==> src/rtl/fpu_minmax_reduce_pkg.sv <==
// Shared types and constants for the FMIN/FMAX vector reduction engine.
// Recoded FP layout: {sign, exp[exp_width_p:0], fract[sig_width_p-2:0]}.
package fpu_minmax_reduce_pkg;

    localparam int unsigned ExpWidthDef = 8;
    localparam int unsigned SigWidthDef = 24;
    localparam int unsigned RecWidthDef = ExpWidthDef + SigWidthDef + 1;

    // Canonical quiet NaN for the default widths.
    localparam logic [RecWidthDef-1:0] FPU_RECODED_CANONICAL_NAN = 33'h0_E040_0000;

    // Top three recoded exponent bits classify the operand.
    localparam logic [2:0] RecTopZero = 3'b000;
    localparam logic [2:0] RecTopNaN  = 3'b111;

    typedef enum logic [1:0] {
        IDLE,
        RUN,
        DONE
    } state_e;

endpackage

==> src/rtl/fpu_minmax_reduce_fmin_fmax.sv <==
// Combinational FMIN/FMAX on two recoded operands (module fpu_fmin_fmax).
// One NaN operand yields the other; two NaNs yield the canonical NaN; -0 < +0.
module fpu_fmin_fmax
    import fpu_minmax_reduce_pkg::*;
#(
    parameter int unsigned exp_width_p = 8,
    parameter int unsigned sig_width_p = 24
) (
    input  logic [exp_width_p+sig_width_p:0] rs1_i,
    input  logic [exp_width_p+sig_width_p:0] rs2_i,
    input  logic                             fmin_not_fmax_i,
    output logic [exp_width_p+sig_width_p:0] result_o,
    output logic                             invalid_o
);

    localparam int unsigned RecW = exp_width_p + sig_width_p + 1;
    localparam logic [RecW-1:0] CanonNan =
        {1'b0, RecTopNaN, {(exp_width_p-2){1'b0}}, 1'b1, {(sig_width_p-2){1'b0}}};

    logic            a_sign, b_sign;
    logic            a_nan, b_nan;
    logic            a_snan, b_snan;
    logic            a_zero, b_zero;
    logic [RecW-2:0] a_mag, b_mag;
    logic            a_lt_b;

    always_comb begin
        a_sign = rs1_i[RecW-1];
        b_sign = rs2_i[RecW-1];
        a_nan  = (rs1_i[RecW-2 -: 3] == RecTopNaN);
        b_nan  = (rs2_i[RecW-2 -: 3] == RecTopNaN);
        a_snan = a_nan & ~rs1_i[sig_width_p-2];
        b_snan = b_nan & ~rs2_i[sig_width_p-2];
        a_zero = (rs1_i[RecW-2 -: 3] == RecTopZero);
        b_zero = (rs2_i[RecW-2 -: 3] == RecTopZero);

        // Recoded {exp, fract} is monotonic in magnitude once zeros are cleaned.
        a_mag = a_zero ? '0 : rs1_i[RecW-2:0];
        b_mag = b_zero ? '0 : rs2_i[RecW-2:0];

        if (a_sign != b_sign) begin
            a_lt_b = a_sign;
        end else if (a_sign) begin
            a_lt_b = (a_mag > b_mag);
        end else begin
            a_lt_b = (a_mag < b_mag);
        end

        invalid_o = a_snan | b_snan;

        if (a_nan && b_nan) begin
            result_o = CanonNan;
        end else if (a_nan) begin
            result_o = rs2_i;
        end else if (b_nan) begin
            result_o = rs1_i;
        end else if (fmin_not_fmax_i) begin
            result_o = a_lt_b ? rs1_i : rs2_i;
        end else begin
            result_o = a_lt_b ? rs2_i : rs1_i;
        end
    end

endmodule

==> src/rtl/fpu_minmax_reduce.sv <==
// Sequential FMIN/FMAX reduction over a stream of recoded FP elements,
// folding one element per cycle into an accumulator seeded with canonical NaN.
module fpu_minmax_reduce
    import fpu_minmax_reduce_pkg::*;
#(
    parameter int unsigned exp_width_p   = 8,
    parameter int unsigned sig_width_p   = 24,
    parameter int unsigned count_width_p = 16
) (
    input  logic                             clk_i,
    input  logic                             reset_n_i,

    input  logic                             start_v_i,
    output logic                             start_ready_o,
    input  logic                             fmin_not_fmax_i,
    input  logic [count_width_p-1:0]         len_i,

    input  logic                             elem_v_i,
    input  logic [exp_width_p+sig_width_p:0] elem_i,
    output logic                             elem_ready_o,

    output logic                             res_v_o,
    output logic [exp_width_p+sig_width_p:0] res_o,
    output logic                             invalid_o,
    input  logic                             res_yumi_i
);

    localparam int unsigned RecW = exp_width_p + sig_width_p + 1;
    localparam logic [RecW-1:0] CanonNan =
        {1'b0, RecTopNaN, {(exp_width_p-2){1'b0}}, 1'b1, {(sig_width_p-2){1'b0}}};

    state_e                   state_q, state_d;
    logic [RecW-1:0]          acc_q, acc_d;
    logic                     invalid_q, invalid_d;
    logic [count_width_p-1:0] remaining_q, remaining_d;
    logic                     op_q, op_d;

    logic [RecW-1:0]          unit_res;
    logic                     unit_inv;

    fpu_fmin_fmax #(
        .exp_width_p (exp_width_p),
        .sig_width_p (sig_width_p)
    ) u_fmin_fmax (
        .rs1_i           (acc_q),
        .rs2_i           (elem_i),
        .fmin_not_fmax_i (op_q),
        .result_o        (unit_res),
        .invalid_o       (unit_inv)
    );

    always_ff @(posedge clk_i or negedge reset_n_i) begin
        if (!reset_n_i) begin
            state_q     <= IDLE;
            acc_q       <= CanonNan;
            invalid_q   <= 1'b0;
            remaining_q <= '0;
            op_q        <= 1'b0;
        end else begin
            state_q     <= state_d;
            acc_q       <= acc_d;
            invalid_q   <= invalid_d;
            remaining_q <= remaining_d;
            op_q        <= op_d;
        end
    end

    always_comb begin
        state_d     = state_q;
        acc_d       = acc_q;
        invalid_d   = invalid_q;
        remaining_d = remaining_q;
        op_d        = op_q;

        unique case (state_q)
            IDLE: begin
                if (start_v_i) begin
                    op_d        = fmin_not_fmax_i;
                    remaining_d = len_i;
                    acc_d       = CanonNan;
                    invalid_d   = 1'b0;
                    state_d     = (len_i != '0) ? RUN : DONE;
                end
            end
            RUN: begin
                if (elem_v_i) begin
                    acc_d       = unit_res;
                    invalid_d   = invalid_q | unit_inv;
                    remaining_d = remaining_q - 1'b1;
                    if (remaining_q == count_width_p'(1)) begin
                        state_d = DONE;
                    end
                end
            end
            DONE: begin
                if (res_yumi_i) begin
                    state_d = IDLE;
                end
            end
            default: state_d = IDLE;
        endcase
    end

    // Outputs decode registered state only; no input-to-output paths.
    assign start_ready_o = (state_q == IDLE);
    assign elem_ready_o  = (state_q == RUN);
    assign res_v_o       = (state_q == DONE);
    assign res_o         = acc_q;
    assign invalid_o     = invalid_q;

endmodule

==> config.mk <==
export PLATFORM = sky130hd
export DESIGN_NAME = fpu_minmax_reduce
export DESIGN_NICKNAME = d
export VERILOG_FILES = /design/src/rtl/fpu_minmax_reduce_pkg.sv /design/src/rtl/fpu_minmax_reduce_fmin_fmax.sv /design/src/rtl/fpu_minmax_reduce.sv
export SDC_FILE = /design/constraint.sdc
export NUM_CORES = 1
export LEC_CHECK = 0
export BUFFER_PORTS_ARGS = -buffer_cell sky130_fd_sc_hd__clkbuf_2
export CAP_MARGIN = 20
export CORE_UTILIZATION = 30
export DETAILED_ROUTE_END_ITERATION = 16
export GPL_ROUTABILITY_DRIVEN = 0
export PLACE_DENSITY_LB_ADDON = 0.08
export RECOVER_POWER = 25
export SYNTH_ARGS = -nofsm -noshare
export SYNTH_HDL_FRONTEND = slang
export SYNTH_HIERARCHICAL = 1
export SYNTH_SLANG_ARGS = --single-unit
==> constraint.sdc <==
create_clock -name clk_i -period 4.4 [get_ports clk_i]
set_input_delay 0.22 -clock clk_i [delete_from_list [all_inputs] [get_ports clk_i]]
set_output_delay 0.22 -clock clk_i [all_outputs]
set_load 0.03 [all_outputs]
==> metrics <==
outcome finished with violations; failing checks max-capacitance violations, max-slew violations; Worst path max stage delay roughly 0.6 ns; Final period util about nine tenths; area grow syn2layout 19.1%; die footprint between 0.01 and 0.015 sq mm; Fillers 1418; Final HPWL DP 9.10 mm; initial core utilization just over 30%; worst hold path type primary input to flip-flop; CTS clk-pin slew, worst paths 0.08 ns; combinational family with the most area after synthesis compound AO/OA/AOI/OAI gates; Synth Net Count 535; area share of and/or/nand/nor cells after synthesis 21.7%; Die W between 100 and 150 um; Synth Area in Compound Gates roughly 28%; Synth area leaders dfrtp_1 (30%), ha_1 (11%), a32o_1 (6.8%); port bufs 91; Req. time, crit path 4.64 ns; RSZ-0062 raised after global routing false; dpl ws approximately 0.43 ns; Yosys warnings 6; CTS tree done; Crit Path Category flip-flop to flip-flop; drt total wl 12.5 mm; max-slew violation count 54; Antenna Violating Nets Remaining 0; Post-Syn Area between 0.004 and 0.005 sq mm; fin nets slightly above 600; mux contribution to synthesized area under 10%; layout cells sized above 1 between 20% and 30%; I/O Pins 92; CP Buf/Inv Count 2; measured slew at the worst slew-check pin 3.10 ns; final worst setup slack around 0.38 ns; DR WL met2 5.49 mm; Pleak 2.25 nW; initial antenna violation count 0; DRC Markers 0; Yosys top cell by area dfrtp_1; final setup TNS 0 ns; total gr overflow 0; Total GRT Usage a little under a fifth; Post-CTS Setup Repair Bufs 0; ys async rst share 100%; final setup fails 0; Final Hold Vio Count 0; Crit-path slowest cell o21ai_2; total CTS buffers 5; CP arrival ~4.3 ns; average size of a mapped cell 9.24 sq um; DR WL met3 616 um; Synth Flop Type dfrtp_1; hold_buf cts 0; Post-Synth XOR/XNOR Area 0%; WL/cell around 18 um; synth cell count leaders dfrtp_1 (49), nand2_1 (45), ha_1 (36); routed vias 3874; vias in the first global route 3783; Max Cap Viol 1; Max clock buf depth 2; Cells after Synth 444; register area share after synthesis 32.4%; Worst-Skew Late Latency 0.31 ns; Synth Register Bits 53; maximum vdd drop 0.000262 V; die height 119 um; EDFF count, synth 0; Antenna Cells 0; Slew HR -107%; CP endpoint kind flip-flop; FMAX 249 MHz; cell mode on critical path buf_4; post-synth top area share 29.9%; FP Rows 42; critical path launch point type flip-flop; htree depth 2; post-layout minimum cycle time ~4.0 ns; largest net degree at the start of global routing 54; PostCTS Resize Cnt 0; cell with the most instances after synthesis dfrtp_1; cell family with the largest share of critical-path delay compound AO/OA/AOI/OAI gates; clock sink count 53; top layer in use met4; root cell of the clock tree clkbuf_16; initial DRC count 242; global-route wire length before repair 20.2 mm; routed vias/inst approximately 5.5; CP max FO 21; Layout Skew roughly 0.0063 ns; Post-Synth Adder-Cell Area 11.0%; power per cell area between 700 and 800 mW/mm^2; CORE AREA 0.0133 sq mm; drt first pass iters 7; Cell Chain, Critical Path nor3_2 -> buf_4 -> nor2b_1 -> ha_1 -> nand4_1 -> nor4_1 -> o41ai_1 -> and3_4 -> o21a_1 -> o21ai_2 -> buf_4 -> a32o_1 -> a22o_1; Unique masters post-synth 61; wire length on met1 6.17 mm
report_power, final:
group	internal, W	switching (W)	leakage, nW
combinational	0.000760	0.00117	1.51
sequential	0.000714	0.000298	0.658
clock	0.000285	0.000205	0.0831
total	0.00176	0.00167	2.25
cell type report:
cell class                 instances  area [sq um]  area share, %
sequential                        53          1330           27.2
tap                              176           220           4.51
clock buffer                       6           139           2.84
clock inverter                     2          37.5          0.768
multi-input combinational        346          2550           52.2
timing repair buffer             102           554           11.3
inverter                          14          52.6           1.08
final timing paths:
| check | from | end | slack [ns] | cells past startpoint |
|---|---|---|---|---|
| min in group asynchronous | reset_n_i | res_o[14] | 1.02 | 2 |
| max in group asynchronous | reset_n_i | state_q[0] | 1.62 | 2 |
| setup reg to reg | res_o[31] | res_o[0] | 0.38 | 13 |
| hold / removal | len_i[0] | remaining_q[0] | 0.15 | 3 |
| setup / recovery | res_o[31] | res_o[0] | 0.38 | 13 |
| hold reg to reg | remaining_q[12] | remaining_q[12] | 0.55 | 1 |
layer usage:
| metal | vias up | global-route usage (%) |
|---|---|---|
| li1 | 1863 | - |
| met1 | 1901 | 26.0 |
| met2 | 100 | 27.4 |
| met3 | 10 | 3.40 |
| met4 | 0 | 5.93 |
| met5 | - | 0 |
registers in the layout, indices dropped and copies added (netlist names):
name	cells
state_q	2
op_q	1
remaining_q	16
invalid_o	1
res_o	33
worst reg2reg max path, cell delays in order, from the launching register on:
cell and delay, ns:
dfstp_2 0.40, nor3_2 0.23, buf_4 0.29, nor2b_1 0.08, ha_1 0.32, nand4_1 0.17, nor4_1 0.51, o41ai_1 0.19
and3_4 0.23, o21a_1 0.23, o21ai_2 0.61, buf_4 0.37, a32o_1 0.21, a22o_1 0.12
cell usage in the layout (no fill, tap or decap), types with 6 or more instances in the layout:
master / n
nand4_1: 8
o22ai_1: 11
a32o_1: 28
nor4_1: 6
nor2_1: 19
ha_1: 36
nor3_1: 11
nand2_1: 45
nand3_1: 8
inv_1: 13
nor2b_1: 29
buf_4: 9
a21oi_1: 27
a22o_1: 29
dfrtp_1: 49
o22a_1: 8
clkbuf_2: 91
o21ai_0: 9
stage by stage:
step	power, W	instances	area, sq um	util (%)	hold slack (ns)
after floorplan	0.00244	444	4100	-	-0.0756
after global placement	0.00293	690	4690	35.3	0.427
after detailed placement	0.00295	691	4710	35.5	0.422
after CTS	0.00346	699	4890	36.8	0.0909
after global routing	0.00371	699	4890	36.8	0.159
final	0.00343	699	4890	36.8	0.147
cells by family after synthesis:
family	after synthesis
flip-flops	53
buffers and inverters	45
AO/OA/AOI/OAI	148
multiplexers	6
adder cells (fa/ha/maj)	36
AND/OR/NAND/NOR	156
(Power assumes the default switching activity.)
